===== src/rtl/adder_arbiter.sv =====
// Round-robin arbiter time-sharing one WIDTH-bit adder among NUM_REQ requesters.
// The sum is registered with carry/overflow flags and returned to its owner via valid/ready.
module adder_arbiter #(
  parameter int unsigned NUM_REQ = 4,
  parameter int unsigned WIDTH   = 32,
  parameter int unsigned OPCNT_W = 16
) (
  input  logic                     clk_i,
  input  logic                     rst_i,
  input  logic [NUM_REQ-1:0]       req_valid_i,
  input  logic [NUM_REQ*WIDTH-1:0] req_data1_i,
  input  logic [NUM_REQ*WIDTH-1:0] req_data2_i,
  output logic [NUM_REQ-1:0]       req_ready_o,
  output logic [NUM_REQ-1:0]       resp_valid_o,
  input  logic [NUM_REQ-1:0]       resp_ready_i,
  output logic [WIDTH-1:0]         resp_data_o,
  output logic                     resp_carry_o,
  output logic                     resp_ovf_o,
  output logic [OPCNT_W-1:0]       op_cnt_o
);

  localparam int unsigned PtrW = (NUM_REQ > 1) ? $clog2(NUM_REQ) : 1;
  typedef logic [PtrW-1:0] idx_t;

  logic               full_q, full_d;
  idx_t               owner_q, owner_d;
  idx_t               ptr_q, ptr_d;
  logic [WIDTH-1:0]   data_q, data_d;
  logic               carry_q, carry_d;
  logic               ovf_q, ovf_d;
  logic [OPCNT_W-1:0] cnt_q, cnt_d;

  logic             drain, can_issue, accept, grant_found;
  idx_t             grant_idx, cand;
  logic [WIDTH-1:0] op_a, op_b;
  logic [WIDTH:0]   sum;

  assign drain     = full_q & resp_ready_i[owner_q];
  assign can_issue = ~full_q | drain;
  assign accept    = grant_found & can_issue;

  // First valid requester at or after ptr_q, wrapping modulo NUM_REQ.
  always_comb begin
    grant_found = 1'b0;
    grant_idx   = '0;
    cand        = '0;
    for (int unsigned i = 0; i < NUM_REQ; i++) begin
      cand = idx_t'((32'(ptr_q) + i) % NUM_REQ);
      if (!grant_found && req_valid_i[cand]) begin
        grant_found = 1'b1;
        grant_idx   = cand;
      end
    end
  end

  always_comb begin
    op_a = '0;
    op_b = '0;
    for (int unsigned k = 0; k < NUM_REQ; k++) begin
      if (grant_idx == idx_t'(k)) begin
        op_a = req_data1_i[k*WIDTH +: WIDTH];
        op_b = req_data2_i[k*WIDTH +: WIDTH];
      end
    end
  end

  assign sum = {1'b0, op_a} + {1'b0, op_b};

  always_comb begin
    full_d  = full_q;
    owner_d = owner_q;
    ptr_d   = ptr_q;
    data_d  = data_q;
    carry_d = carry_q;
    ovf_d   = ovf_q;
    cnt_d   = cnt_q;
    if (drain) begin
      full_d = 1'b0;
      cnt_d  = cnt_q + OPCNT_W'(1);
    end
    // An accept during a drain reloads the register on the same edge.
    if (accept) begin
      full_d  = 1'b1;
      owner_d = grant_idx;
      ptr_d   = idx_t'((32'(grant_idx) + 1) % NUM_REQ);
      data_d  = sum[WIDTH-1:0];
      carry_d = sum[WIDTH];
      ovf_d   = (op_a[WIDTH-1] == op_b[WIDTH-1]) && (sum[WIDTH-1] != op_a[WIDTH-1]);
    end
  end

  always_ff @(posedge clk_i or negedge rst_i) begin
    if (!rst_i) begin
      full_q  <= 1'b0;
      owner_q <= '0;
      ptr_q   <= '0;
      data_q  <= '0;
      carry_q <= 1'b0;
      ovf_q   <= 1'b0;
      cnt_q   <= '0;
    end else begin
      full_q  <= full_d;
      owner_q <= owner_d;
      ptr_q   <= ptr_d;
      data_q  <= data_d;
      carry_q <= carry_d;
      ovf_q   <= ovf_d;
      cnt_q   <= cnt_d;
    end
  end

  assign req_ready_o  = (rst_i && accept) ? (NUM_REQ'(1) << grant_idx) : '0;
  assign resp_valid_o = full_q ? (NUM_REQ'(1) << owner_q) : '0;
  assign resp_data_o  = data_q;
  assign resp_carry_o = carry_q;
  assign resp_ovf_o   = ovf_q;
  assign op_cnt_o     = cnt_q;

endmodule


===== config.mk =====
export PLATFORM = sky130hd
export DESIGN_NAME = adder_arbiter
export DESIGN_NICKNAME = d
export VERILOG_FILES = /design/src/rtl/adder_arbiter.sv
export SDC_FILE = /design/constraint.sdc
export NUM_CORES = 1
export LEC_CHECK = 0
export BUFFER_PORTS_ARGS = -buffer_cell sky130_fd_sc_hd__clkbuf_2
export CAP_MARGIN = 20
export CORE_AREA = 2 2 125 127
export DETAILED_ROUTE_END_ITERATION = 12
export DIE_AREA = 0 0 127 129
export HOLD_SLACK_MARGIN = 0.05
export PLACE_DENSITY = 0.74
export SYNTH_ARGS = -nofsm -noshare
export SYNTH_HDL_FRONTEND = slang
export SYNTH_SLANG_ARGS = --single-unit

===== constraint.sdc =====
create_clock -name clk_i -period 5 [get_ports clk_i]
set_input_delay 0.75 -clock clk_i [delete_from_list [all_inputs] [get_ports clk_i]]
set_output_delay 0.75 -clock clk_i [all_outputs]
set_load 0.03 [all_outputs]

# Word-level counts from Yosys, hierarchy flattened
# Cells that the tools add are included.
# totals
wordCells	69
ramBits	0
latchBits	0
n_memories	0
regBits	55
romBits	0
# classes
add_sub_neg	6
shift	2
bitwise_logic	4
n_mul	0
eq_ne	5
n_reduce_logical	10
n_div	0
muxes	30
order_cmp	5
# op_table
operator	n
two-way mux 32 bit	8
adder 32 x 32 -> 33 bit	1
adder 16 x 1 -> 16 bit (second input constant)	1
less-than comparator 2 x 3 -> 1 bit (second input constant)	5
two-way mux 1 bit	11
binary-select mux 1 bit (select 2 bit)	5
two-way mux 2 bit	4
two-way mux 4 bit	2
left shift 1 x 2 -> 4 bit (first input constant)	2
logical AND 1 bit	5
adder 2 x 1 -> 2 bit (second input constant)	2
adder 2 bit (second input constant)	2
== test 2 bit (second input constant)	2
logical NOT 1 bit	3
bitwise AND 1 bit	2
== test 2 x 1 -> 1 bit (second input constant)	1
logical NOT 2 bit	1
nonzero test 2 bit	1
== test 1 bit	1
inequality test 1 bit	1
NOT 1 bit	1
bitwise OR 1 bit	1

# Depth between registers and ports, before layout
# depth
ltp_word	20
ltp_mapped	22

# Least setup slack after synthesis
# Ideal clock, no wire load.
# synth_path
kind	input to register
start	input req_valid_i[2]
end	register ovf_q, in the netlist resp_ovf_o
setup_ps	95
stages	20
required_ps	4905
n_path_buf	4
arrival_time_ps	4452
path_slack_ps	452
path_cell_list	mux2i_1 -> nor2_1 -> nor3_1 -> ha_1 -> clkbuf_1 -> clkbuf_1 -> buf_1 -> a21oi_1 -> nor2_1 -> a21oi_1 -> o21ai_0 -> ha_1 -> clkbuf_1 -> and3_1 -> and3_1 -> and3_1 -> a221o_1 -> a211oi_2 -> xor2_1 -> o31ai_1
# synth_between
elab_chain_len	20
word_cells_on_any_way	39
# synth_lines
element	line_no	rtl
from (decl)	10	input logic [NUM_REQ-1:0] req_valid_i,
binary-select mux 1 bit (select 2 bit)	49	if (!grant_found && req_valid_i[cand]) begin
two-way mux 1 bit (implied by the code)	49	
two-way mux 1 bit	49	
logical NOT 1 bit	49	
logical AND 1 bit	49	
two-way mux 1 bit	49	
logical NOT 1 bit	49	
logical AND 1 bit	49	
(+2 left out)	--	
logical AND 1 bit	49	
two-way mux 2 bit (*)	49	
via grant_idx[0]	34	idx_t grant_idx, cand;
logical NOT 2 bit	60	if (grant_idx == idx_t'(k)) begin
two-way mux 32 bit (4 in a row)	60	
adder 32 x 32 -> 33 bit	67	assign sum = {1'b0, op_a} + {1'b0, op_b};
inequality test 1 bit	88	ovf_d = (op_a[WIDTH-1] == op_b[WIDTH-1]) && (sum[WIDTH-1] != op_a[WIDTH-1]);
logical AND 1 bit (*)	88	
to (signal assigned)	107	ovf_q <= ovf_d;
to (decl)	30	logic ovf_q, ovf_d;
# Mark *: on every way through the listed nets, which the timed path passes. The rest lies on a longest branch. The select of a mux whose other input is x is not followed.
# A chain may end at the register's enable or synchronous reset.

# Worst setup path in the final report
# layout_path
start	input req_valid_i[0]
end	register ovf_q, in the netlist resp_ovf_o
# Same word-level chain as after synthesis.

==> out/results.ini <==
[critical_path]
cp_data_arrival_time_ns=4.68
cp-start-kind=primary input
slowest_delay_ns=0.41
cp_top_family=compound AO/OA/AOI/OAI gates
cp_slowest_cell=ha_1
cp.required_ns=5.20
cp.buffers_inverters=4
crit_chain=clkbuf_2 -> mux2i_1 -> nor2_1 -> nor3_1 -> buf_4 -> ha_4 -> buf_12 -> buf_4 -> nor2_1 -> a21oi_1 -> nor2_1 -> a21oi_1 -> o21ai_0 -> ha_1 -> and3_1 -> and3_1 -> and3_1 -> a221o_1 -> a211oi_2 -> xor2_1 -> o31ai_1
worst-setup-path-type=primary input to register
cp-end-kind=register
crit_fanout=42

[logic_synthesis]
synth_edf_count=0
yosys_register_bits=55
mappedNetlistNets=1277
synthArstFlopShare_pct=100
synth.avg_cell_area_um2=6.31
yosys.area.top_type=dfrtp_1
synth_area_leaders=dfrtp_1, a21oi_1, nand2_1
synth_area_mm2=0.00614
yosysUniqueCellTypes=53
ys_warn_count=0
post-synth-top-count-cell=nand2_1
yosys-top-cells-count=nand2_1, a21oi_1, nor2_1
synthFlopType=dfrtp_1
synth_top_cell_area_share_pct=22.4
yosysSeqAreaShare_pct=22.4
netlist_instances=973

[layout]
fin_cells=1458
nNetsFinal=1573
post-route-util_pct=55.0
diodes=0
layout-drive-gt1-share_pct=29.8
areaGrowthSynthToFinish_pct=34.1
fill_cells=1563

[floorplan]
die-area_mm2=0.0164
die_w_um=127
core_area_mm2=0.0150
start_util_pct=41.0
rows=45
pin_count=324
die_h_um=129

[clock_tree]
cts_max_level=2
cts.sinks=55
cts_tree=built
cts_setup_buffers=0
cts-buffers-inserted=5
clkTransAtPathRegs_ns=0.07
clock-root-buffer=clkbuf_16
cts_hold_buf=0
cts_resized=0
clk_latency_ns=0.29
cts_buffer_depth=2

[placement]
io_buffers=323
place_congestion=0.942
dp_cells=1449
place_ws_ns=0.208
dpl.hpwl_um=19800

[sta]
maxSlewViolCount=0
timing.final.crit_share_pct=89.5
fin_setup_tns_ns=0
fmax_mhz=223
fin_ws_ns=0.524
worst_slew_pin_slew_ns=0.776
min_period_ns=4.48
grt_setup_unrepaired=no
hold_viol=0
relSlewSlack_pct=47.8
skew_ns=0.00826
finalSetupViolCount=0

[route]
wl_per_cell_um=16.1
drt_wl_total_um=23500
first_pass_iters=6
vias=7828
drc_errors=0
drt_iter0_drc=721
routed_via_density=5.37
ant_nets=0

[power]
p_leak_nw=4.23
power_density_mw_per_mm2=689
vdd_ir_drop_max_mv=0.257

[grt]
grt_overflow=0
grt_pass1_vias=7173
grt_usage_pct=27.9
grt_max_degree=73
antenna_found_initial=0
grt_pass1_wl_um=36400

[hold_path]
hold_class=primary input to asynchronous set/reset pin

[run_status]
status=completed

[job]
cap_violations=0

[layer usage]
metal / routed length, um / track usage, % / up-vias
met5: 0 / 0 / -
met2: 11100 / 48.0 / 329
met1: 10300 / 37.0 / 3509
met4: 530 / 6.46 / 0
li1: - / - / 3954
met3: 1570 / 4.32 / 36
[cells in the final DEF, fill, tap and decap left out, drive strengths merged, types with 7 or more instances in the layout]
| master | netlist | routed |
|---|---|---|
| a21oi | 166 | 166 |
| nor2 | 150 | 150 |
| xnor2 | 20 | 20 |
| o211ai | 7 | 7 |
| xor2 | 19 | 19 |
| nand2 | 212 | 212 |
| and3 | 18 | 18 |
| nand3 | 16 | 16 |
| inv | 9 | 11 |
| clkbuf | 56 | 328 |
| dfrtp | 55 | 55 |
| ha | 37 | 37 |
| buf | 11 | 33 |
| a21o | 10 | 10 |
| o21ai | 105 | 105 |
| nand4 | 12 | 12 |
[logic make-up after synthesis]
| family | count (synthesis) | synth area share (%) |
|---|---|---|
| simple gates | 435 | 29.3 |
| compound gates | 325 | 29.0 |
| buf+inv | 76 | 4.75 |
| flops | 55 | 22.4 |
| xor+xnor | 39 | 5.56 |
| fa+ha+maj | 38 | 7.86 |
| mux | 5 | 1.04 |
[per-stage QoR]
step | hold slack, ns | power (mW) | instance area, um2
2_1_floorplan | 0.454 | 3.88 | 6140
3_3_place_gp | 0.461 | 5.24 | 8070
3_5_place_dp | 0.464 | 5.27 | 8070
4_1_cts | 0.288 | 5.64 | 8220
5_1_grt | 0.295 | 6.24 | 8240
6_report | 0.291 | 5.67 | 8240
[registers in the layout (all words and copies together), names as in the netlist]
register      flops
ptr_q             2
resp_data_o      32
resp_carry_o      1
full_q            1
owner_q           2
resp_ovf_o        1
op_cnt_o         16
[cell type report]
type                       count  area [um2]  area share, %
clock buffer                   5         125           1.52
clock inverter                 3        25.0          0.304
inverter                       9        33.8          0.410
multi-input combinational    842        4510           54.8
sequential                    55        1380           16.7
tap                          188         235           2.86
timing repair buffer         356        1930           23.4
[report_power, final]
group	switching (mW)	total (mW)	leakage, nW	internal [mW]
Sequential	0.142	0.784	0.689	0.642
Combinational	2.87	4.54	3.47	1.67
Clock	0.160	0.349	0.0708	0.189
Total	3.17	5.67	4.23	2.50
[final timing paths]
| check | start | to | slack (ns) | cells after the start |
|---|---|---|---|---|
| hold / removal | rst_i | resp_data_o[3]$_DFFE_PN0P_ | 0.29 | 1 |
| hold reg to reg | op_cnt_o[15]$_DFFE_PN0P_ | op_cnt_o[15]$_DFFE_PN0P_ | 0.47 | 1 |
| max in group asynchronous | rst_i | op_cnt_o[14]$_DFFE_PN0P_ | 3.85 | 2 |
| setup reg to reg | ptr_q[1]$_DFFE_PN0P_ | resp_ovf_o$_DFFE_PN0P_ | 0.57 | 20 |
| min in group clk_i | op_cnt_o[15]$_DFFE_PN0P_ | op_cnt_o[15]$_DFFE_PN0P_ | 0.47 | 1 |
| setup / recovery | req_valid_i[0] | resp_ovf_o$_DFFE_PN0P_ | 0.52 | 21 |
No activity file was read; power rests on OpenSTA's default activity.
